File: src/rtl/game_judge.sv
`default_nettype none
// ============================================================================
// Module   : game_judge
// Brief    : Scoring and termination stage behind the typing-game controller.
// Revision : 1.0 - initial release
// ============================================================================
module game_judge #(
  parameter int CLK_HZ = 100_000_000,
  parameter int CNT_W  = 10
) (
  input  logic             clk,
  input  logic             rst,
  input  logic [1:0]       state_i,
  input  logic             mode_i,
  input  logic [6:0]       value_i,
  input  logic             key_valid_i,
  input  logic [7:0]       key_char_i,
  input  logic [7:0]       target_char_i,
  input  logic             target_last_i,
  output logic             char_adv_o,
  output logic             finish_o,
  output logic [6:0]       remain_o,
  output logic [6:0]       elapsed_sec_o,
  output logic [6:0]       words_done_o,
  output logic [CNT_W-1:0] correct_cnt_o,
  output logic [CNT_W-1:0] error_cnt_o
);

  localparam int                   C_PRESC_W   = (CLK_HZ > 1) ? $clog2(CLK_HZ) : 1;
  localparam logic [C_PRESC_W-1:0] C_PRESC_MAX = C_PRESC_W'(CLK_HZ - 1);

  typedef enum logic [1:0] {
    ST_SELECT    = 2'd0,
    ST_COUNTDOWN = 2'd1,
    ST_INGAME    = 2'd2,
    ST_FINISH    = 2'd3
  } ctrl_state_e;

  ctrl_state_e            state_q;
  logic [C_PRESC_W-1:0]   presc_q,    presc_d;
  logic                   char_adv_q, char_adv_d;
  logic                   finish_q,   finish_d;
  logic [6:0]             remain_q,   remain_d;
  logic [6:0]             elapsed_q,  elapsed_d;
  logic [6:0]             words_q,    words_d;
  logic [CNT_W-1:0]       correct_q,  correct_d;
  logic [CNT_W-1:0]       error_q,    error_d;

  logic w_setup;
  logic w_entry;
  logic w_match;
  logic w_sec_tick;

  assign w_setup = (state_i == ST_SELECT) || (state_i == ST_COUNTDOWN);
  assign w_entry = (state_i == ST_INGAME) && (state_q != ST_INGAME);
  assign w_match = (key_char_i == target_char_i);

  always_comb begin
    presc_d    = presc_q;
    char_adv_d = 1'b0;
    finish_d   = finish_q;
    remain_d   = remain_q;
    elapsed_d  = elapsed_q;
    words_d    = words_q;
    correct_d  = correct_q;
    error_d    = error_q;
    w_sec_tick = 1'b0;

    if (w_setup) begin
      presc_d   = '0;
      finish_d  = 1'b0;
      remain_d  = '0;
      elapsed_d = '0;
      words_d   = '0;
      correct_d = '0;
      error_d   = '0;
    end else if (w_entry) begin
      // A zero target ends the session on the very first edge in either mode.
      presc_d   = '0;
      remain_d  = value_i;
      finish_d  = (value_i == 7'd0);
      elapsed_d = '0;
      words_d   = '0;
      correct_d = '0;
      error_d   = '0;
    end else if ((state_i == ST_INGAME) && !finish_q) begin
      if (presc_q == C_PRESC_MAX) begin
        presc_d    = '0;
        w_sec_tick = 1'b1;
      end else begin
        presc_d = presc_q + C_PRESC_W'(1);
      end

      if (w_sec_tick) begin
        elapsed_d = (&elapsed_q) ? elapsed_q : elapsed_q + 7'd1;
        if (!mode_i && (remain_q != 7'd0)) begin
          remain_d = remain_q - 7'd1;
          if (remain_q == 7'd1) finish_d = 1'b1;
        end
      end

      // Time decrements remain in mode 0, words in mode 1, so both never collide.
      if (key_valid_i) begin
        if (w_match) begin
          char_adv_d = 1'b1;
          correct_d  = (&correct_q) ? correct_q : correct_q + CNT_W'(1);
          if (target_last_i) begin
            words_d = (&words_q) ? words_q : words_q + 7'd1;
            if (mode_i && (remain_q != 7'd0)) begin
              remain_d = remain_q - 7'd1;
              if (remain_q == 7'd1) finish_d = 1'b1;
            end
          end
        end else begin
          error_d = (&error_q) ? error_q : error_q + CNT_W'(1);
        end
      end
    end
  end

  always_ff @(posedge clk or posedge rst) begin
    if (rst) begin
      state_q    <= ST_SELECT;
      presc_q    <= '0;
      char_adv_q <= 1'b0;
      finish_q   <= 1'b0;
      remain_q   <= '0;
      elapsed_q  <= '0;
      words_q    <= '0;
      correct_q  <= '0;
      error_q    <= '0;
    end else begin
      state_q    <= ctrl_state_e'(state_i);
      presc_q    <= presc_d;
      char_adv_q <= char_adv_d;
      finish_q   <= finish_d;
      remain_q   <= remain_d;
      elapsed_q  <= elapsed_d;
      words_q    <= words_d;
      correct_q  <= correct_d;
      error_q    <= error_d;
    end
  end

  // Outside a running session remain previews the selected target.
  assign remain_o      = (w_setup || w_entry) ? value_i : remain_q;
  assign char_adv_o    = char_adv_q;
  assign finish_o      = finish_q;
  assign elapsed_sec_o = elapsed_q;
  assign words_done_o  = words_q;
  assign correct_cnt_o = correct_q;
  assign error_cnt_o   = error_q;

endmodule
`default_nettype wire

File: config.mk
export PLATFORM = sky130hd
export DESIGN_NAME = game_judge
export DESIGN_NICKNAME = d
export VERILOG_FILES = /design/src/rtl/game_judge.sv
export SDC_FILE = /design/constraint.sdc
export NUM_CORES = 1
export LEC_CHECK = 0
export BUFFER_PORTS_ARGS = -buffer_cell sky130_fd_sc_hd__buf_2
export CORE_ASPECT_RATIO = 0.6
export CORE_UTILIZATION = 50
export DETAILED_ROUTE_END_ITERATION = 16
export PLACE_DENSITY = 0.84
export SLEW_MARGIN = 20
export SYNTH_ARGS = -nofsm -noshare
export SYNTH_HDL_FRONTEND = slang
export SYNTH_SLANG_ARGS = --single-unit
File: constraint.sdc
create_clock -name clk -period 2.2 [get_ports clk]
set_input_delay 0.11 -clock clk [delete_from_list [all_inputs] [get_ports clk]]
set_output_delay 0.11 -clock clk [all_outputs]
set_load 0.02 [all_outputs]
; Word-level counts from Yosys, hierarchy flattened
; Cells that the tools add are included.
[op_classes]
n_reduce_logical = 24
eq_ne = 11
addsub = 6
n_mux = 58
[ops]
columns = op, n
row1 = $mux W7, 22
row2 = $mux W10, 12
row3 = $mux W27, 4
row4 = $add A27 B1 Y27 const B, 1
row5 = $eq A27 B27 Y1 const B, 1
row6 = $add A10 B1 Y10 const B, 2
row7 = $mux W1, 20
row8 = $reduce_and A10 Y1, 2
row9 = $ne A3 B3 Y1 const B, 5
row10 = $reduce_bool A3 Y1, 5
row11 = $add A7 B1 Y7 const B, 2
row12 = $reduce_and A7 Y1, 2
row13 = $eq A8 B8 Y1, 1
row14 = $reduce_and A4 Y1, 2
row15 = $eq A7 B1 Y1 const B, 1
row16 = $logic_not A7 Y1, 1
row17 = $reduce_bool A7 Y1, 1
row18 = $sub A7 B1 Y7 const B, 1
row19 = $reduce_and A5 Y1, 1
row20 = $logic_and A1 B1 Y1, 4
row21 = $reduce_and A3 Y1, 1
row22 = $eq A2 B1 Y1 const B, 1
row23 = $eq A2 B2 Y1 const B, 1
row24 = $logic_not A1 Y1, 2
row25 = 3 further kinds, 4
[totals]
input_bits = 30
elab_cells = 108
ff_bits = 72

; Logic depth before layout (Yosys ltp)
[logic_depth]
word_depth = 14
depth_mapped = 8

; Worst setup path before layout
; OpenSTA, ideal clock, no wires.
[synth_timing]
kind = reg2reg
start = reg finish_q, in the netlist finish_o
end = reg elapsed_q[5], in the netlist elapsed_sec_o[5]
path_stages_with_launch = 6
arrival_ps = 2112
required_time_ps = 2122
path_slack_ps = 10
setup_ps = 78
cell_sequence = dfrtp_1 > or3b_1 > nor4_4 > nand2_2 > or4_1 > a21oi_1
[synth_between]
elab_chain_len = 4
[synth_rtl]
columns = element, line
row1 = "start, declared", 42  ; logic finish_q, finish_d;
row2 = "start signal, assigned", 136  ; finish_q <= finish_d;
row3 = $logic_not A1 Y1, 86  ; end else if ((state_i == ST_INGAME) && !finish_q) begin
row4 = $logic_and A1 B1 Y1, 86
row5 = $reduce_bool A3 Y1 (no source line), --
row6 = $reduce_and A3 Y1 (no source line), --
row7 = "end signal, assigned", 138  ; elapsed_q <= elapsed_d;
row8 = "end, declared", 44  ; logic [6:0] elapsed_q, elapsed_d;
; No other way between the ends.
; A chain may end at the register's enable or synchronous reset.

; Final worst setup path
[layout_timing]
start = reg presc_q[25]
end = reg elapsed_q[5], in the netlist elapsed_sec_o[5]
[layout_between]
elab_chain_len = 7
[layout_rtl]
columns = element, line
row1 = "start, declared", 40  ; logic [C_PRESC_W-1:0] presc_q, presc_d;
row2 = "start signal, assigned", 134  ; presc_q <= presc_d;
row3 = $eq A27 B27 Y1, 87  ; if (presc_q == C_PRESC_MAX) begin
row4 = $mux W1, 87
row5 = $mux W1, 86
row6 = $mux W1, 77  ; end else if (w_entry) begin
row7 = $mux W1, 69  ; if (w_setup) begin
row8 = $reduce_bool A3 Y1 (no source line), --
row9 = $reduce_and A3 Y1 (no source line), --
; No other way between the ends. The select of a mux whose other input is x is not followed.

==> results.txt <==
----------------------------------------------------
[Synth]
  Dominant register cell in the synthesized netlist ... sky130_fd_sc_hd__dfrtp_1
  Proportion of synthesized chip area in sequential cells ... 45.0%
  Multiplexer share of the synthesized area ... 0.500%
  Synthesized area divided by synthesized cell count ... 9.20 µm²
  Share of the synthesized area in compound gates (AO/OA/AOI/OAI) ... 11.2%
  Number of synthesized flops with an enable pin ... 0
  Dominant combinational cell family by area after synthesis ... simple AND/OR/NAND/NOR gates
  Synthesized-area fraction occupied by xor and xnor cells ... 10.1%
  Cell taking the most area after synthesis ... sky130_fd_sc_hd__dfrtp_1
  Area share of the leading cell type in the synthesized netlist ... 45.0%
  Synthesized-area fraction occupied by adder cells ... 2.50%
  Count of cell types in the netlist ... 52
  Cells after synthesis ... 435
  Leading cell types by total area after synthesis ... sky130_fd_sc_hd__dfrtp_1, sky130_fd_sc_hd__xor2_1, sky130_fd_sc_hd__nor2_1
  Simple-Gate Fraction of Synth Area ... 28.8%
  Post-Synthesis Cell Area ... 4000 µm²
  Synth Net Count ... 473
  FF+latch count, synth ... 72
  Asr flop ratio synth ... 100%
  Yosys synthesis warning count ... 0

[STA]
  Post-route clock skew ... 0.00486 ns
  Final setup vio count ... 0
  Slew @ Worst Pin ... 0.540 ns
  Post-route setup TNS ... 0 ns
  Final worst-path setup slack ... 0.0659 ns
  Final hold slack ... 0.0463 ns
  Rel. slew slack ... 63.7%
  Peak clock frequency supported by timing ... 469 MHz
  Final Critical Period ... 2.13 ns
  Final hold vios ... 0
  Tcrit/Tclk final ... 97.0%
  Pins Over Slew Limit ... 0

[Global routing]
  Antenna violations before repair ... 0
  Global-route wire length before repair ... 16.9 mm
  Maximum number of pins on one net before global-route repair ... 73
  GRT Util Overall ... 25.8%
  Vias in the first global route ... 3,592
  Leftover overflow at the end of global routing ... 0

[Clock network]
  Register clock-pin slew on the reported worst setup and hold paths ... 0.05 ns
  Depth of the CTS H-tree ... 3
  Maximum number of buffers from clock root to sink ... 2
  CTS sink cnt ... 72
  CTS root buffer ... sky130_fd_sc_hd__clkbuf_16
  CTS tree ... done
  Number of clock buffers inserted by TritonCTS ... 9
  Worst skew pair latency ... 0.34 ns

[Worst hold path]
  Hold Crit Start ... value_i[1]
  Worst hold path class ... in -> reg

[Worst setup path]
  Category of the worst setup path launch point ... register
  Source of the worst register-to-register timing path ... presc_q[25]
  Slowest stage cell on the critical path ... sky130_fd_sc_hd__or4_1
  Worst Setup SP ... presc_q[25]
  Sequence of cells on the critical path ... nor4_2 > nand4_2 > nor4_4 > nand2_2 > or4_1 > a21oi_1
  Slowest stage delay, CP ... 0.50 ns
  Critical Path RT ... 2.46 ns
  Crit Path Max Fanout ... 4
  Worst setup EP type ... register
  Arrival time of data at the critical path endpoint ... 2.39 ns
  Worst Setup Path Type ... reg -> reg
  Combined buffer and inverter count along the critical path ... 0
  Cell family with most CP delay ... simple AND/OR/NAND/NOR gates

[Power]
  Power density over cell area ... 578 nW/µm²
  Leakage component of the power ... 2.34 nW
  Max IR drop VDD ... 0.000362 V

[Placed design]
  Half-perimeter wire length after placement ... 7.38 mm
  PortBufs ... 72
  DP Cell Count ... 624
  Setup Slack @ Placement ... 0.0281 ns
  Last weighted congestion value of the routability-driven placer ... 0.916

[Layout]
  Number of filler instances in the final layout ... 612
  Number of diodes ... 0
  Net count, final ... 576
  Area added between synthesis and finish ... 26.1%
  Number of standard cells in the layout, taps in and fillers out ... 647
  Ratio of cells with drive above 1 in the final layout ... 25.6%

[Die]
  Initial cell density of the core ... 53.3%
  Placeable Area ... 7510 µm²
  # rows ... 24
  Height of the chip ... 71.3 µm
  Die outline width ... 117 µm
  Die area ... 8380 µm²
  Ports placed on the boundary ... 73

[Flow run]
  Max-cap check violation count ... 0

[Route]
  Total number of vias ... 3,778
  Number of DRC markers in iteration 0 ... 363
  Number of antenna-violating nets in the routed design ... 0
  Detailed-route wire length ... 10.3 mm
  Post-DR wirelength/cell ... 15.9 µm
  TritonRoute pass-1 iters ... 5
  Vias per std cell ... 5.84
  Drt drc ... 0

[Run status]
  Outcome ... complete, no violations

----------------------------------------------------
[per-layer routing]
metal | vias to the layer above | share of wire (%) | global-route usage [%]
li1 | 1773 | - | -
met1 | 1807 | 45 | 33.9
met2 | 175 | 46 | 41.8
met3 | 23 | 7.0 | 6.37
met4 | 0 | 1.7 | 9.97
met5 | - | 0 | 0
[power by group]
group | internal (mW) | switching (mW) | total (mW)
combinational | 0.0906 | 0.165 | 0.255
sequential | 1.34 | 0.0114 | 1.35
clock | 0.790 | 0.522 | 1.31
total | 2.22 | 0.698 | 2.92
[synthesized netlist by cell type, drive strengths merged (3+ instances only)]
cell type,instances
a31o,3
or3,3
or4,5
nor2b,3
nor2,56
xor2,28
o211ai,8
o31ai,3
nor3,13
nand2,48
ha,8
dfrtp,72
and3,10
and2,10
nor3b,4
nand3,26
a31oi,3
inv,10
clkbuf,9
nand4,16
o21ai,23
a21oi,12
xnor2,18
nor4,13
and4,5
[cell usage in the layout, fill, tap and decap left out, drive strengths merged, types with 3 or more instances in the layout]
cell	netlist	final
xnor2	18	18
nand2	48	48
nand4	16	16
o31ai	3	3
nor3	13	13
a31o	3	3
clkbuf	9	13
buf	1	99
dfrtp	72	72
inv	10	10
nor2	56	56
xor2	28	28
ha	8	8
nor4	13	13
or4	5	5
a21oi	12	12
and4	5	5
and3	10	10
nor3b	4	4
and2	10	10
o21ai	23	23
or3	3	3
a31oi	3	3
nand3	26	26
dlygate4sd3	0	3
nor2b	3	3
o211ai	8	8
[registers in the layout, indices dropped and copies added (netlist names)]
| signal | flops |
|---|---|
| elapsed_sec_o | 7 |
| error_cnt_o | 10 |
| char_adv_o | 1 |
| remain_q | 7 |
| state_q | 2 |
| correct_cnt_o | 10 |
| presc_q | 27 |
| words_done_o | 7 |
| finish_o | 1 |
[logic make-up after synthesis]
group,after synthesis
xor gates and xnor gates,46
muxes,2
DFF,72
buffers and inverters,20
AOI/OAI and AO/OA,69
adders and majority gates,8
and+or+nand+nor,218
[area by class of cell]
cell class,count,area (µm²),share of cell area [%]
clock inverters,3,17.5,0.347
flip-flops and latches,72,1810,35.8
repair buffers,102,618,12.2
multi-input cells,343,2190,43.4
well taps,104,130,2.58
clock buffers,13,250,4.96
inverters,10,37.5,0.744
[worst register-to-register path: stages (launching register included)]
cell and delay (ns):
sky130_fd_sc_hd__dfrtp_1 0.42, sky130_fd_sc_hd__nor4_2 0.31, sky130_fd_sc_hd__nand4_2 0.24, sky130_fd_sc_hd__nor4_4 0.34, sky130_fd_sc_hd__nand2_2 0.09, sky130_fd_sc_hd__or4_1 0.50
sky130_fd_sc_hd__a21oi_1 0.16
[worst paths after layout]
path                                    end  slack, ns  depth (start not counted)
setup / recovery           elapsed_sec_o[5]       0.07                          6
hold / removal                  remain_q[1]       0.05                          2
setup reg to reg           elapsed_sec_o[5]       0.07                          6
hold reg to reg                 presc_q[24]       0.49                          1
max in group asynchronous  correct_cnt_o[9]       1.48                          4
min in group asynchronous  elapsed_sec_o[6]       0.40                          4
[stage by stage]
stage	total power [mW]	util, %	area, µm²
after detailed placement	1.62	62.0	4650
after floorplan	1.51	-	4000
after global routing	3.03	67.2	5050
after global placement	1.61	62.0	4650
final	2.92	67.2	5050
after CTS	2.94	66.0	4950
[what timing repair did]
item                                   in CTS  in global routing
setup endpoints to repair                   0                 10
resized for setup                           0                 16
setup buffers                               0                  4
endpoints found under the hold margin      74                  0
hold buffers                                3                  0
No activity file was read; power rests on OpenSTA's default activity.
